`src/rtl/sieve_stream_if.sv`:
```
`default_nettype none
// ============================================================================
// Module   : sieve_stream_if
// Brief    : Flag-RAM port and prime output stream of the sieve engine.
// Revision : 1.0
// ============================================================================
interface sieve_stream_if #(
   parameter int AW = 8
);
   logic [AW-1:0] mem_addr;
   logic          mem_wr;
   logic          mem_wdata;
   logic          mem_rdata;
   logic          prime_valid;
   logic [AW-1:0] prime_data;
   logic          prime_ready;

   modport master (
      output mem_addr, mem_wr, mem_wdata, prime_valid, prime_data,
      input  mem_rdata, prime_ready
   );

   modport slave (
      input  mem_addr, mem_wr, mem_wdata, prime_valid, prime_data,
      output mem_rdata, prime_ready
   );
endinterface
`default_nettype wire

```
`src/rtl/sieve_stream.sv`:
```
`default_nettype none
// ============================================================================
// Module   : sieve_stream
// Brief    : Sieve of Eratosthenes over an external 1-bit flag RAM, primes
//            streamed out on a valid/ready handshake.
// Revision : 1.0
// ============================================================================
module sieve_stream #(
   parameter int AW = 8
) (
   input  logic          clk,
   input  logic          rst,
   input  logic          start,
   input  logic [AW-1:0] limit,
   output logic          busy,
   output logic          done,
   output logic [AW-1:0] count,
   sieve_stream_if.master bus
);

   localparam logic [3:0] c_IDLE      = 4'd0;
   localparam logic [3:0] c_INIT      = 4'd1;
   localparam logic [3:0] c_OUTER_RD  = 4'd2;
   localparam logic [3:0] c_OUTER_CHK = 4'd3;
   localparam logic [3:0] c_CROSS     = 4'd4;
   localparam logic [3:0] c_SCAN_RD   = 4'd5;
   localparam logic [3:0] c_SCAN_CHK  = 4'd6;
   localparam logic [3:0] c_EMIT      = 4'd7;
   localparam logic [3:0] c_DONE      = 4'd8;

   logic [3:0]      r_state;
   logic [3:0]      w_state_nxt;
   logic [AW-1:0]   r_lim;
   logic [AW-1:0]   r_i;
   logic [AW:0]     r_j;
   logic [AW:0]     r_a;
   logic [AW-1:0]   r_count;
   logic            r_busy;
   logic            r_done;
   logic            r_prime_valid;
   logic [AW-1:0]   r_prime_data;

   // j, j+i and a carry one extra bit so lim = 2^AW-1 never wraps
   logic [2*AW-1:0] w_ii;
   logic [AW:0]     w_ji;
   logic            w_ii_gt;
   logic            w_ji_gt;
   logic            w_a_gt;
   logic            w_a_eq;
   logic            w_start_ok;

   assign w_ii       = {{AW{1'b0}}, r_i} * {{AW{1'b0}}, r_i};
   assign w_ji       = r_j + {1'b0, r_i};
   assign w_ii_gt    = w_ii > {{AW{1'b0}}, r_lim};
   assign w_ji_gt    = w_ji > {1'b0, r_lim};
   assign w_a_gt     = r_a > {1'b0, r_lim};
   assign w_a_eq     = r_a == {1'b0, r_lim};
   assign w_start_ok = start && ((r_state == c_IDLE) || (r_state == c_DONE));

   assign busy            = r_busy;
   assign done            = r_done;
   assign count           = r_count;
   assign bus.prime_valid = r_prime_valid;
   assign bus.prime_data  = r_prime_data;

   always_ff @(posedge clk or posedge rst) begin
      if (rst) r_state <= c_IDLE;
      else     r_state <= w_state_nxt;
   end

   always_comb begin
      w_state_nxt = r_state;
      case (r_state)
         c_IDLE, c_DONE: if (w_start_ok) w_state_nxt = c_INIT;
         c_INIT:         if (w_a_eq) w_state_nxt = c_OUTER_RD;
         c_OUTER_RD:     w_state_nxt = w_ii_gt ? c_SCAN_RD : c_OUTER_CHK;
         c_OUTER_CHK:    w_state_nxt = bus.mem_rdata ? c_CROSS : c_OUTER_RD;
         c_CROSS:        if (w_ji_gt) w_state_nxt = c_OUTER_RD;
         c_SCAN_RD:      w_state_nxt = w_a_gt ? c_DONE : c_SCAN_CHK;
         c_SCAN_CHK:     w_state_nxt = bus.mem_rdata ? c_EMIT : c_SCAN_RD;
         c_EMIT:         if (bus.prime_ready) w_state_nxt = c_SCAN_RD;
         default:        w_state_nxt = c_IDLE;
      endcase
   end

   // RAM strobes decode from registered state only, never from inputs
   always_comb begin
      bus.mem_wr    = 1'b0;
      bus.mem_wdata = 1'b0;
      bus.mem_addr  = '0;
      case (r_state)
         c_INIT: begin
            bus.mem_wr    = 1'b1;
            bus.mem_addr  = r_a[AW-1:0];
            bus.mem_wdata = (r_a >= (AW+1)'(2));
         end
         c_OUTER_RD: if (!w_ii_gt) bus.mem_addr = r_i;
         c_CROSS: begin
            bus.mem_wr   = 1'b1;
            bus.mem_addr = r_j[AW-1:0];
         end
         c_SCAN_RD: if (!w_a_gt) bus.mem_addr = r_a[AW-1:0];
         default: ;
      endcase
   end

   always_ff @(posedge clk or posedge rst) begin
      if (rst) begin
         r_lim         <= '0;
         r_i           <= '0;
         r_j           <= '0;
         r_a           <= '0;
         r_count       <= '0;
         r_busy        <= 1'b0;
         r_done        <= 1'b0;
         r_prime_valid <= 1'b0;
         r_prime_data  <= '0;
      end else begin
         case (r_state)
            c_IDLE, c_DONE: begin
               if (w_start_ok) begin
                  r_lim   <= limit;
                  r_a     <= '0;
                  r_count <= '0;
                  r_done  <= 1'b0;
                  r_busy  <= 1'b1;
               end
            end
            c_INIT: begin
               if (w_a_eq) r_i <= AW'(2);
               else        r_a <= r_a + (AW+1)'(1);
            end
            c_OUTER_RD: if (w_ii_gt) r_a <= (AW+1)'(2);
            c_OUTER_CHK: begin
               if (bus.mem_rdata) r_j <= w_ii[AW:0];
               else               r_i <= r_i + AW'(1);
            end
            c_CROSS: begin
               if (w_ji_gt) r_i <= r_i + AW'(1);
               else         r_j <= w_ji;
            end
            c_SCAN_RD: begin
               if (w_a_gt) begin
                  r_busy <= 1'b0;
                  r_done <= 1'b1;
               end
            end
            c_SCAN_CHK: begin
               if (bus.mem_rdata) begin
                  r_prime_valid <= 1'b1;
                  r_prime_data  <= r_a[AW-1:0];
               end else begin
                  r_a <= r_a + (AW+1)'(1);
               end
            end
            c_EMIT: begin
               if (bus.prime_ready) begin
                  r_prime_valid <= 1'b0;
                  r_count       <= r_count + AW'(1);
                  r_a           <= r_a + (AW+1)'(1);
               end
            end
            default: ;
         endcase
      end
   end

endmodule
`default_nettype wire

```
`src/flat_wrapper.sv`:
```
// flat-port wrapper written by rule: the top's interface ports become plain ports
module sieve_stream_flat 
#(
   parameter int AW = 8
)
  (clk, rst, start, limit, busy, done, count, bus_mem_addr, bus_mem_wr, bus_mem_wdata, bus_prime_valid, bus_prime_data, bus_mem_rdata, bus_prime_ready);
  sieve_stream_if #(.AW(AW)) bus_i ();
  input  logic clk;
  input  logic rst;
  input  logic start;
  input  logic [AW-1:0] limit;
  output logic busy;
  output logic done;
  output logic [AW-1:0] count;
  output wire logic [$bits(bus_i.mem_addr)-1:0] bus_mem_addr;
  output wire logic [$bits(bus_i.mem_wr)-1:0] bus_mem_wr;
  output wire logic [$bits(bus_i.mem_wdata)-1:0] bus_mem_wdata;
  output wire logic [$bits(bus_i.prime_valid)-1:0] bus_prime_valid;
  output wire logic [$bits(bus_i.prime_data)-1:0] bus_prime_data;
  input wire logic [$bits(bus_i.mem_rdata)-1:0] bus_mem_rdata;
  input wire logic [$bits(bus_i.prime_ready)-1:0] bus_prime_ready;
  assign bus_mem_addr = bus_i.mem_addr;
  assign bus_mem_wr = bus_i.mem_wr;
  assign bus_mem_wdata = bus_i.mem_wdata;
  assign bus_prime_valid = bus_i.prime_valid;
  assign bus_prime_data = bus_i.prime_data;
  assign bus_i.mem_rdata = bus_mem_rdata;
  assign bus_i.prime_ready = bus_prime_ready;
  sieve_stream #(.AW(AW)) u_core (.clk(clk), .rst(rst), .start(start), .limit(limit), .busy(busy), .done(done), .count(count), .bus(bus_i));
endmodule
```
`config.mk`:
```
export PLATFORM = sky130hd
export DESIGN_NAME = sieve_stream_flat
export DESIGN_NICKNAME = d
export VERILOG_FILES = /design/src/rtl/sieve_stream_if.sv /design/src/rtl/sieve_stream.sv /design/src/flat_wrapper.sv
export SDC_FILE = /design/constraint.sdc
export NUM_CORES = 1
export LEC_CHECK = 0
export CORE_MARGIN = 5
export CORE_UTILIZATION = 55
export CTS_BUF_LIST = sky130_fd_sc_hd__clkbuf_8
export DETAILED_ROUTE_END_ITERATION = 6
export PLACE_DENSITY = 0.78
export SLEW_MARGIN = 30
export SYNTH_ARGS = -nofsm -noshare
export SYNTH_HDL_FRONTEND = slang
export SYNTH_SLANG_ARGS = --single-unit
```
`constraint.sdc`:
```
create_clock -name clk -period 7.3 [get_ports clk]
set_input_delay 1.46 -clock clk [delete_from_list [all_inputs] [get_ports clk]]
set_output_delay 1.46 -clock clk [all_outputs]
set_load 0.02 [all_outputs]
```
==> impl_results.md, run 1 <==
- Post-Synthesis Net Count: 746
- Post-Syn Area per Cell: 8.66 µm²
- Max cap viols: 0
- CTS Buf Count: 9
- Worst path max stage delay: 0.54 ns
- Worst min-delay path category: register to register
- Fmax: 141 MHz
- Remaining antenna violation count after routing: 0
- Synth warn: 0
- CTS tree: done
- Tot Pwr: 2.47 mW
- Setup WS pre-CTS: 0.0481 ns
- Crit path kind: register to primary output
- Seq/Total Area, Yosys: 25.7%
- Worst Tran Pin Value: 0.986 ns
- Die Footprint: 12200 µm²
- Max-slew violation count: 0
- Yosys cell types: 60
- Global Route Usage Sum: 24.1%
- Switching Power: 1.18 mW
- Die H: 110 µm
- Comb power frac: 66.9%
- Vias in the first global route: 5059
- Largest net degree at the start of global routing: 58
- CTS Buffer Depth: 2
- Antenna violations before repair: 0
- First-pass GRT wire length: 24.5 mm
- Syn Std Cell Area: 5550 µm²
- H-tree levels: 3
- Maximum vdd drop: 0.242 mV
- Final Cell Area: 6550 µm²
- # setup viols final: 0
- Hold Path Sink: u_core.done
- CP required: 5.84 ns
- Crit-path max FO: 8
- Core area: 9820 µm²
- Initial Utilization: 56.6%
- Vias per Instance: 5.91
- Startpoint class of the critical path: register
- # DRC: 0
- Fraction of registers with async set/reset: 100%
- Site Rows: 36
- Fin crit period: 7.10 ns
- Slew margin rel.: 34.2%
- Initial DRC count: 450
- Fill cells: 805
- Worst hold slack: 0.485 ns
- CP most frequent cell: fa_1
- Die X: 110 µm
- Hold Vio Cnt, Final: 0
- Status: finished clean
- Post-Route Skew: 0.0133 ns
- # nets final: 811
- Fin crit share: 97.3%
- I/O pin cnt: 42
- Clock slew at reported path FFs: 0.06 ns
- Slowest-stage cell, CP: fa_1
- Layout Utilization: 66.7%
- Pwr per Cell Area: 378 nW/µm²
- Detailed placement HPWL: 11.5 mm
- Arrival time worst endpoint: 5.64 ns
- Switching Fraction: 47.9%
- DRT Pass-1 Iters: 5
- Clock latency on the worst-skew pair: 0.36 ns
- LEAKAGE: 3.18 nW
- Cell Area, Placed: 6210 µm²
- Share of layout cells above drive strength 1: 14.6%
- Flop2flop setup slack: 1.83 ns
- Setup WS post-layout: 0.196 ns
- FF-to-FF End: u_core.r_state[2]
- RR Startpoint: u_core.r_i[1]
- Clk pwr share: 12.2%
- Routed vias: 4985
- Drt wl/cell: 17.6 µm
- Root buf cell: clkbuf_8
- Reg power frac: 20.9%
- CP endpoint kind: primary output
- Int Pwr: 1.29 mW
- Top_reg_cell synth: dfrtp_1
- Gr ovfl total: 0
- PortBufs: 41
- Reg2reg path depth: 18
- Clk sinks: 57
- Critical Path, Cell by Cell: buf_4 -> and2_1 -> fa_1 -> fa_1 -> inv_1 -> fa_1 -> fa_1 -> inv_1 -> ha_1 -> a21oi_1 -> o21ai_1 -> or4_4 -> a2111oi_4 -> o2111ai_4 -> nor3b_4 -> buf_6 -> nand2_1 -> nand2_1 -> clkbuf_2
- Number of synthesized flops with an enable pin: 0
- Hold Crit Depth: 1
- Detailed-route wire length: 14.9 mm
- Layout area overhead: 18.0%
- N_diodes: 0
- GP Congestion: 0.886
- Gate Count Post-Synth: 641
- FF+latch count, synth: 57
- Min-delay src: u_core.done
-- cell usage in the layout (no fill, tap or decap), types with 13 or more instances in the layout --
cell and instances:
a21o_1 14, nor2_1 36, nand2_1 61, ha_1 64, fa_1 25, nand4_1 13
a21oi_1 42, nand3_1 19, xor2_1 13, dfrtp_1 52, o21ai_0 36, nor3_1 13
buf_4 38, clkdlybuf4s50_1 33, inv_1 67
-- layout make-up --
cell class                 instances  area, µm²  share of cell area, %
sequential                        57       1430                   21.9
tap                              133        166                   2.54
multi-input combinational        492       3830                   58.4
clock buffer                       9        124                   1.89
clock inverter                     7       71.3                   1.09
timing repair buffer              77        671                   10.2
inverter                          69        259                   3.95
-- per-layer routing --
layer	track usage (%)	part of all wire (%)
met5	0	0
met4	9.93	3.4
met3	4.60	6.4
met2	40.5	47
met1	30.5	43
-- cells by family after synthesis --
group,count (synthesis),share of synthesized area [%]
AND/OR/NAND/NOR,207,18.7
AO/OA/AOI/OAI,152,17.8
buffers and inverters,92,6.60
adder cells (fa/ha/maj),92,24.2
flip-flops,57,25.7
XOR/XNOR,25,3.94
multiplexers,16,3.04
-- how the worst max path moves through the flow --
stage / from / endpoint / slack (ns)
after floorplan: u_core.r_i[5] / bus_mem_addr[4] / 0.52
after global placement: u_core.r_i[4] / bus_mem_addr[3] / 0.19
after detailed placement: u_core.r_i[4] / bus_mem_addr[5] / 0.05
after CTS: u_core.r_i[3] / bus_mem_addr[5] / 0.01
after global routing: u_core.r_i[3] / bus_mem_addr[0] / -0.08
final: u_core.r_i[1] / bus_mem_addr[7] / 0.20
-- power by group through the flow --
stage | registers, mW | clock network (mW) | logic [mW]
finish | 0.516 | 0.303 | 1.66
global route | 0.528 | 0.318 | 1.83
CTS | 0.513 | 0.304 | 1.53
detailed placement | 0.516 | 0 | 1.51
global placement | 0.510 | 0 | 1.44
floorplan | 0.486 | 0 | 1.08
-- timing repair --
action / 4_1_cts / 5_1_grt
endpoints found under the setup margin: 8 / 8
gates resized for setup: 12 / 51
pin swaps: 0 / 14
buffers inserted: 0 / 12
hold buffers: 0 / 0
-- critical path, delay by kind of cell (launching register included) --
| family | cells | cell delay [ns] |
|---|---|---|
| and+or+nand+nor | 5 | 1.04 |
| adders and majority gates | 5 | 2.39 |
| buffers and inverters | 5 | 0.59 |
| DFF | 1 | 0.45 |
| AOI/OAI and AO/OA | 4 | 0.79 |
-- per-stage QoR --
step	instances	TNS, ns
2_1_floorplan	641	0
3_3_place_gp	816	0
3_5_place_dp	816	0
4_1_cts	832	0
5_1_grt	844	-0.608
6_report	844	0
-- state kept, by name (all words and copies together), names as in the netlist --
| signal | cells |
|---|---|
| u_core.count | 8 |
| u_core.r_a | 9 |
| u_core.r_lim | 8 |
| u_core.bus.prime_data | 8 |
| u_core.r_i | 8 |
| u_core.r_state | 4 |
| u_core.done | 1 |
| u_core.r_j | 9 |
| u_core.busy | 1 |
| u_core.bus.prime_valid | 1 |
-- synthesized netlist by cell type (5+ instances only) --
master	count	area share, %
o21ai_0	36	3.2
and3_1	9	1.0
o21a_1	8	1.1
nor2_1	38	2.6
nand4_1	13	1.5
dfrtp_1	57	26
nand2b_1	8	0.90
mux2_2	7	1.4
a22oi_1	9	1.2
a21o_1	14	1.9
mux2i_1	9	1.6
clkbuf_1	16	1.1
xor2_1	13	2.1
fa_1	26	9.4
nor3_1	13	1.2
and2_1	16	1.8
nand2_1	64	4.3
buf_2	5	0.45
nand3_1	19	1.7
a21oi_1	43	3.9
nor2b_1	8	0.90
xnor2_1	12	1.9
ha_1	66	15
inv_1	69	4.7
Note: power is estimated with default switching activity, not from simulation.
==> run 2, diff against run 1 <==
--- a/config.mk
+++ b/config.mk
@@ -6,9 +6,10 @@
 export NUM_CORES = 1
 export LEC_CHECK = 0
 export CORE_MARGIN = 5
-export CORE_UTILIZATION = 55
+export CORE_UTILIZATION = 60
 export CTS_BUF_LIST = sky130_fd_sc_hd__clkbuf_8
 export DETAILED_ROUTE_END_ITERATION = 6
+export DONT_BUFFER_PORTS = 1
 export PLACE_DENSITY = 0.78
 export SLEW_MARGIN = 30
 export SYNTH_ARGS = -nofsm -noshare
==> run 2 against run 1 <==
  * Register-to-register slack got worse by 0.22 ns
  * Clock-buffer cell count did not move
  * First-iteration DRC count is 0.44% lower
  * Sequential power grew 3%
  * Via count shrank 1.4%
  * Fmax decreased by 1.3%
  * Setup slack got worse by 0.090 ns
  * Clock skew fell by 0.0024 ns
  * Cell count is 8.8% lower
  * Design area decreased by 7.1%
  * Non-clock buffer count decreased by 52
  * Utilization is 0.21 points lower
  * Critical endpoint is now bus_mem_addr[3]
  * Largest cell class unchanged
==> impl_results.md, run 2 (synthesized netlist as in run 1, its figures left out) <==
- Status: finished clean (unchanged)
- Reg2reg path depth: 22 (was 18)
- Worst min-delay path category: register to register (unchanged)
- Worst Tran Pin Value: 0.957 ns (was 0.986 ns)
- Antenna violations before repair: 0 (unchanged)
- # nets final: 759 (was 811)
- Critical Path, Cell by Cell: inv_2 -> nor2_1 -> ha_2 -> inv_1 -> fa_1 -> inv_1 -> ha_1 -> fa_2 -> fa_2 -> a21o_1 -> a21oi_4 -> xnor2_2 -> ha_1 -> a21oi_1 -> o21ai_0 -> o22a_1 -> a2111oi_4 -> o2111ai_4 -> nor3b_4 -> buf_6 -> nand2_1 -> nand2_1 (was buf_4 -> and2_1 -> fa_1 -> fa_1 -> inv_1 -> fa_1 -> fa_1 -> inv_1 -> ha_1 -> a21oi_1 -> o21ai_1 -> or4_4 -> a2111oi_4 -> o2111ai_4 -> nor3b_4 -> buf_6 -> nand2_1 -> nand2_1 -> clkbuf_2)
- Worst path max stage delay: 0.48 ns (was 0.54 ns)
- I/O pin cnt: 42 (unchanged)
- Site Rows: 35 (was 36)
- FF-to-FF End: u_core.r_state[2] (unchanged)
- Arrival time worst endpoint: 5.73 ns (was 5.64 ns)
- Clock slew at reported path FFs: 0.08 ns (was 0.06 ns)
- CTS Buffer Depth: 2 (unchanged)
- Die H: 106 µm (was 110 µm)
- Initial Utilization: 60.7% (was 56.6%)
- Comb power frac: 65.0% (was 66.9%)
- Crit path kind: register to primary output (unchanged)
- Clock latency on the worst-skew pair: 0.35 ns (was 0.36 ns)
- PortBufs: 0 (was 41)
- Pwr per Cell Area: 397 nW/µm² (was 378 nW/µm²)
- Layout area overhead: 9.64% (was 18.0%)
- Layout Utilization: 66.5% (was 66.7%)
- CP endpoint kind: primary output (unchanged)
- Biggest regs: u_core.r_a: 9 flops, u_core.r_j: 9 flops (unchanged)
- Post-Route Skew: 0.0109 ns (was 0.0133 ns)
- Crit path buf inv count: 4 (was 5)
- Detailed-route wire length: 14.7 mm (was 14.9 mm)
- Clk pwr share: 12.9% (was 12.2%)
- Startpoint class of the critical path: register (unchanged)
- Maximum vdd drop: 0.241 mV (was 0.242 mV)
- Commonest cells after routing, fill and taps aside: 67 x inv_1, 61 x ha_1, 56 x nand2_1, 51 x dfrtp_1, 42 x a21oi_1 (was 67 x inv_1, 64 x ha_1, 61 x nand2_1, 52 x dfrtp_1, 42 x a21oi_1)
- Slew margin rel.: 36.2% (was 34.2%)
- Share of layout cells above drive strength 1: 14.0% (was 14.6%)
- N_diodes: 0 (unchanged)
- GP Congestion: 0.966 (was 0.886)
- # DRC: 0 (unchanged)
- Remaining antenna violation count after routing: 0 (unchanged)
- Switching Power: 1.19 mW (was 1.18 mW)
- Hold Crit Depth: 2 (was 1)
- Max-slew violation count: 0 (unchanged)
- Fin crit share: 98.5% (was 97.3%)
- LEAKAGE: 2.94 nW (was 3.18 nW)
- Max cap viols: 0 (unchanged)
- Largest net degree at the start of global routing: 58 (unchanged)
- DRT Pass-1 Iters: 5 (unchanged)
- CTS Buf Count: 9 (unchanged)
- Core area: 9150 µm² (was 9820 µm²)
- CTS tree: done (unchanged)
- H-tree levels: 3 (unchanged)
- Vias in the first global route: 4886 (was 5059)
- # setup viols final: 0 (unchanged)
- Crit-path max FO: 9 (was 8)
- Fmax: 139 MHz (was 141 MHz)
- Initial DRC count: 448 (was 450)
- Detailed placement HPWL: 10.9 mm (was 11.5 mm)
- First-pass GRT wire length: 23.8 mm (was 24.5 mm)
- Crit. Startpoint: u_core.r_i[0] (was u_core.r_i[1])
- WP depth: 22 (was 19)
- Int Pwr: 1.22 mW (was 1.29 mW)
- Hold Vio Cnt, Final: 0 (unchanged)
- Reg power frac: 22.1% (was 20.9%)
- CP required: 5.84 ns (about the same)
- Tot Pwr: 2.42 mW (was 2.47 mW)
- Fin crit period: 7.19 ns (was 7.10 ns)
- RR Startpoint: u_core.r_i[0] (was u_core.r_i[1])
- Flop2flop setup slack: 1.61 ns (was 1.83 ns)
- Switching Fraction: 49.4% (was 47.9%)
- Die X: 106 µm (was 110 µm)
- Crit path to: bus_mem_addr[3] (was bus_mem_addr[7])
- Clk sinks: 57 (unchanged)
- Fill cells: 675 (was 805)
- Routed vias: 4913 (was 4985)
- Die Footprint: 11300 µm² (was 12200 µm²)
- Slowest-stage cell, CP: fa_2 (was fa_1)
- Gr ovfl total: 0 (unchanged)
- Top delay family on crit path: adder cells (unchanged)
- Vias per Instance: 6.38 (was 5.91)
- Global Route Usage Sum: 26.0% (was 24.1%)
- Commonest non-fill, non-tap cell in the layout: inv_1 (unchanged)
- Drt wl/cell: 19.2 µm (was 17.6 µm)
- Root buf cell: clkbuf_8 (unchanged)
==> run 2: cell types whose count changed in the layout (fill, tap and decap cells not counted), sizes merged <==
cell / change
buf: -19
clkdlybuf4s50: -33
clkinvlp: +1
inv: -1
==> run 2: worst min-delay path by stage <==
stage,slack (ns),end,start
after floorplan,0.51,u_core.r_j[8],u_core.r_j[8]
after global placement,0.53,u_core.r_j[8],u_core.r_j[8]
after detailed placement,0.56,u_core.r_j[2],u_core.r_j[2]
after CTS,0.57,u_core.r_j[2],u_core.r_j[2]
after global routing,0.60,u_core.r_j[8],u_core.r_j[8]
final,0.57,u_core.r_j[8],u_core.r_j[8]
==> run 2: metal layers <==
metal	vias to the layer above	wire length, µm	GRT usage [%]
met5	-	0	0
met4	0	576	10.3
met3	60	1210	6.07
met2	250	7070	44.6
met1	2343	5900	31.6
li1	2260	-	-
==> run 2: through the flow <==
step                hold WS, ns  setup WS [ns]  area (µm²)  setup TNS, ns  instances
floorplan                 0.513          0.521        5550              0        641
global placement          0.534          0.277        5670              0        740
detailed placement        0.560          0.130        5680              0        740
CTS                       0.573        0.00381        5900              0        758
global route              0.603        -0.0435        6090         -0.192        770
finish                    0.568          0.106        6090              0        770
==> run 2: what timing repair did <==
item                                    4_1_cts  5_1_grt
hold buffers                                  0        0
hold endpoints to repair                      0        0
endpoints found under the setup margin        8        8
gates resized for setup                       1       33
pin swaps                                     1        7
buffers inserted                              2       12
==> run 2: layout make-up <==
class / instances / area [µm²] / area share, %
multi-input cells: 492 / 3860 / 63.5
inverters: 69 / 259 / 4.25
well taps: 111 / 139 / 2.28
flip-flops and latches: 57 / 1430 / 23.5
repair buffers: 25 / 190 / 3.12
clock inverters: 7 / 78.8 / 1.29
clock buffers: 9 / 124 / 2.03
==> run 2: power groups by stage <==
stage	Combinational, mW	Clock, mW	Sequential, mW
final	1.57	0.312	0.534
after global routing	1.73	0.328	0.543
after CTS	1.37	0.314	0.536
after detailed placement	1.36	0	0.541
after global placement	1.29	0	0.537
after floorplan	1.08	0	0.486
==> run 2: tightest hold or removal path, delay by kind of cell, from the launching register on <==
family / cells / cell delay [ns]
DFF: 1 / 0.37
AOI/OAI and AO/OA: 2 / 0.16
==> run 3, diff against run 2 <==
--- a/config.mk
+++ b/config.mk
@@ -5,11 +5,13 @@
 export SDC_FILE = /design/constraint.sdc
 export NUM_CORES = 1
 export LEC_CHECK = 0
+export CAP_MARGIN = 0
 export CORE_MARGIN = 5
 export CORE_UTILIZATION = 60
 export CTS_BUF_LIST = sky130_fd_sc_hd__clkbuf_8
 export DETAILED_ROUTE_END_ITERATION = 6
 export DONT_BUFFER_PORTS = 1
+export GPL_ROUTABILITY_DRIVEN = 0
 export PLACE_DENSITY = 0.78
 export SLEW_MARGIN = 30
 export SYNTH_ARGS = -nofsm -noshare
==> run 3 against run 2 <==
  * Via count is 2.8% higher
  * Fmax is 0.81% lower
  * Register-to-register slack worse by 0.04 ns
  * Sequential share of layout area is 0.46 points lower
  * Largest cell class unchanged
==> impl_results.md, run 3 (synthesized netlist as in run 1, its figures left out) <==
- Status: finished clean (unchanged)
- CTS Buffer Depth: 2 (unchanged)
- Layout area overhead: 11.8% (was 9.64%)
- Arrival time worst endpoint: 5.79 ns (was 5.73 ns)
- Global Route Usage Sum: 26.2% (was 26.0%)
- Hold Vio Cnt, Final: 0 (unchanged)
- Fin crit period: 7.25 ns (was 7.19 ns)
- Root buf cell: clkbuf_8 (unchanged)
- Vias per Instance: 6.49 (was 6.38)
- Routed vias: 5053 (was 4913)
- Switching Fraction: 48.2% (was 49.4%)
- CP required: 5.84 ns (about the same)
- Pwr per Cell Area: 401 nW/µm² (was 397 nW/µm²)
- Clock latency on the worst-skew pair: 0.35 ns (about the same)
- Biggest regs: u_core.r_a: 9 flops, u_core.r_j: 9 flops (unchanged)
- I/O pin cnt: 42 (unchanged)
- PortBufs: 0 (unchanged)
- Share of layout cells above drive strength 1: 16.0% (was 14.0%)
- Crit path buf inv count: 4 (unchanged)
- Reg power frac: 21.7% (was 22.1%)
- Slew margin rel.: 38.6% (was 36.2%)
- Die X: 106 µm (unchanged)
- First-pass GRT wire length: 23.9 mm (was 23.8 mm)
- Tot Pwr: 2.49 mW (was 2.42 mW)
- Max-slew violation count: 0 (unchanged)
- Hold Path Sink: u_core.r_j[8] (unchanged)
- Worst Tran Pin Value: 0.914 ns (was 0.957 ns)
- # DRC: 0 (unchanged)
- Int Pwr: 1.29 mW (was 1.22 mW)
- CP endpoint kind: primary output (unchanged)
- Max cap viols: 0 (unchanged)
- Post-Route Skew: 0.00884 ns (was 0.0109 ns)
- Commonest non-fill, non-tap cell in the layout: inv_1 (unchanged)
- Final Cell Area: 6210 µm² (was 6090 µm²)
- Remaining antenna violation count after routing: 0 (unchanged)
- Initial DRC count: 444 (was 448)
- Multi-input logic area: 3890 µm² (was 3860 µm²)
- Fmax: 138 MHz (was 139 MHz)
- Clk sinks: 57 (unchanged)
- Startpoint class of the critical path: register (unchanged)
- Die Footprint: 11300 µm² (unchanged)
- DRT Pass-1 Iters: 5 (unchanged)
- Worst path max stage delay: 0.53 ns (was 0.48 ns)
- Commonest cells after routing, fill and taps aside: 66 x inv_1, 61 x ha_1, 54 x nand2_1, 51 x dfrtp_1, 41 x a21oi_1 (was 67 x inv_1, 61 x ha_1, 56 x nand2_1, 51 x dfrtp_1, 42 x a21oi_1)
- Site Rows: 35 (unchanged)
- Initial Utilization: 60.7% (unchanged)
- CTS Buf Count: 9 (unchanged)
- Fin crit share: 99.4% (was 98.5%)
- CTS tree: done (unchanged)
- Reg2reg path depth: 23 (was 22)
- N_diodes: 0 (unchanged)
- LEAKAGE: 3.00 nW (was 2.94 nW)
- # nets final: 768 (was 759)
- Detailed-route wire length: 15.2 mm (was 14.7 mm)
- Core area: 9150 µm² (unchanged)
- Gr ovfl total: 0 (unchanged)
- Crit path kind: register to primary output (unchanged)
- Flop2flop setup slack: 1.57 ns (was 1.61 ns)
- Worst min-delay path category: register to register (unchanged)
- Vias in the first global route: 5009 (was 4886)
- Die H: 106 µm (unchanged)
- Switching Power: 1.20 mW (was 1.19 mW)
- Hold Crit Depth: 2 (unchanged)
- Top delay family on crit path: adder cells (unchanged)
- Crit-path max FO: 6 (was 9)
- Min-delay src: u_core.r_j[8] (unchanged)
- Antenna violations before repair: 0 (unchanged)
- # setup viols final: 0 (unchanged)
- Maximum vdd drop: 0.238 mV (was 0.241 mV)
- Clock slew at reported path FFs: 0.07 ns (was 0.08 ns)
- Detailed placement HPWL: 10.8 mm (was 10.9 mm)
- Critical Path, Cell by Cell: nand2_2 -> fa_1 -> inv_1 -> fa_1 -> ha_1 -> inv_1 -> fa_1 -> inv_1 -> ha_2 -> a21o_1 -> a21oi_2 -> xnor2_2 -> ha_1 -> a21oi_2 -> o21ai_0 -> o22a_1 -> a2111oi_4 -> o2111ai_4 -> nor3b_4 -> buf_4 -> nand2_1 -> nand2_2 (was inv_2 -> nor2_1 -> ha_2 -> inv_1 -> fa_1 -> inv_1 -> ha_1 -> fa_2 -> fa_2 -> a21o_1 -> a21oi_4 -> xnor2_2 -> ha_1 -> a21oi_1 -> o21ai_0 -> o22a_1 -> a2111oi_4 -> o2111ai_4 -> nor3b_4 -> buf_6 -> nand2_1 -> nand2_1)
- Cell Area, Placed: 5680 µm² (unchanged)
- Fill cells: 694 (was 675)
- H-tree levels: 3 (unchanged)
- RR Startpoint: u_core.r_i[0] (unchanged)
- Sequential cell area: 1430 µm² (unchanged)
- Layout Utilization: 67.8% (was 66.5%)
- Clk pwr share: 14.0% (was 12.9%)
- FF-to-FF End: u_core.r_a[2] (was u_core.r_state[2])
- Hold-fix buffers, CTS: 0 (unchanged)
- Slowest-stage cell, CP: fa_1 (was fa_2)
- Drt wl/cell: 19.5 µm (was 19.2 µm)
- Comb power frac: 64.3% (was 65.0%)
- Largest net degree at the start of global routing: 58 (unchanged)
-- run 3: cell count changes in the layout (fill, tap and decap cells not counted), moves of 2 or more --
cell	before	now
a21oi_2	2	4
buf_4	21	31
nand2_1	56	54
nand2_2	8	10
nor2_1	37	35
-- run 3: how the worst max path moves through the flow --
| stage | start | to | slack, ns | depth (start not counted) |
|---|---|---|---|---|
| floorplan | u_core.r_i[5] | bus_mem_addr[4] | 0.52 | 19 |
| global placement | u_core.r_i[0] | bus_mem_addr[4] | 0.34 | 21 |
| detailed placement | u_core.r_i[0] | bus_mem_addr[4] | 0.14 | 21 |
| CTS | u_core.r_i[4] | bus_mem_addr[7] | 0.006 | 22 |
| global route | u_core.r_i[0] | bus_mem_addr[2] | -0.10 | 22 |
| finish | u_core.r_i[0] | bus_mem_addr[2] | 0.05 | 22 |
-- run 3: worst register-to-register path, cell delays in order, from the launching register on --
cell       delay [ns]
dfrtp_2          0.47
nand2_2          0.12
fa_1             0.41
inv_1            0.11
fa_1             0.45
ha_1             0.31
inv_1            0.06
fa_1             0.53
inv_1            0.04
ha_2             0.31
a21o_1           0.24
a21oi_2          0.19
xnor2_2          0.09
ha_1             0.34
a21oi_2          0.14
o21ai_0          0.09
o22a_1           0.25
a2111oi_4        0.38
o2111ai_4        0.21
nor3b_4          0.33
buf_4            0.19
buf_4            0.11
nor3_2           0.04
a22o_1           0.23
-- run 3: cell type report --
cell class / instances / share of cell area, %
Inverter: 69 / 4.23
Multi-Input combinational cell: 492 / 62.6
Sequential cell: 57 / 23.1
Clock buffer: 10 / 2.22
Timing Repair Buffer: 34 / 4.19
Clock inverter: 6 / 1.45
Tap cell: 111 / 2.24
-- run 3: power by group through the flow --
stage                     registers, mW  logic, mW  clock network [mW]
final                             0.539       1.60               0.349
after global routing              0.548       1.75               0.372
after CTS                         0.539       1.37               0.352
after detailed placement          0.542       1.35                   0
after global placement            0.539       1.28                   0
after floorplan                   0.486       1.08                   0
-- run 3: per-stage QoR --
step	hold WS, ns	TNS, ns	worst slack, ns	std cells
global placement	0.536	0	0.343	740
detailed placement	0.548	0	0.142	740
global route	0.604	-0.669	-0.104	779
floorplan	0.513	0	0.521	641
CTS	0.567	0	0.00623	758
finish	0.567	0	0.0470	779
-- run 3: layer usage --
| metal | track usage (%) | part of all wire (%) |
|---|---|---|
| met5 | 0 | 0 |
| met4 | 9.90 | 3.5 |
| met3 | 5.71 | 8.5 |
| met2 | 44.9 | 49 |
| met1 | 32.3 | 39 |
-- run 3: timing repair --
action / CTS / global route
setup buffers: 2 / 20
endpoints found under the setup margin: 8 / 8
resized for setup: 2 / 40
pin swaps: 1 / 10
cloned: 0 / 1
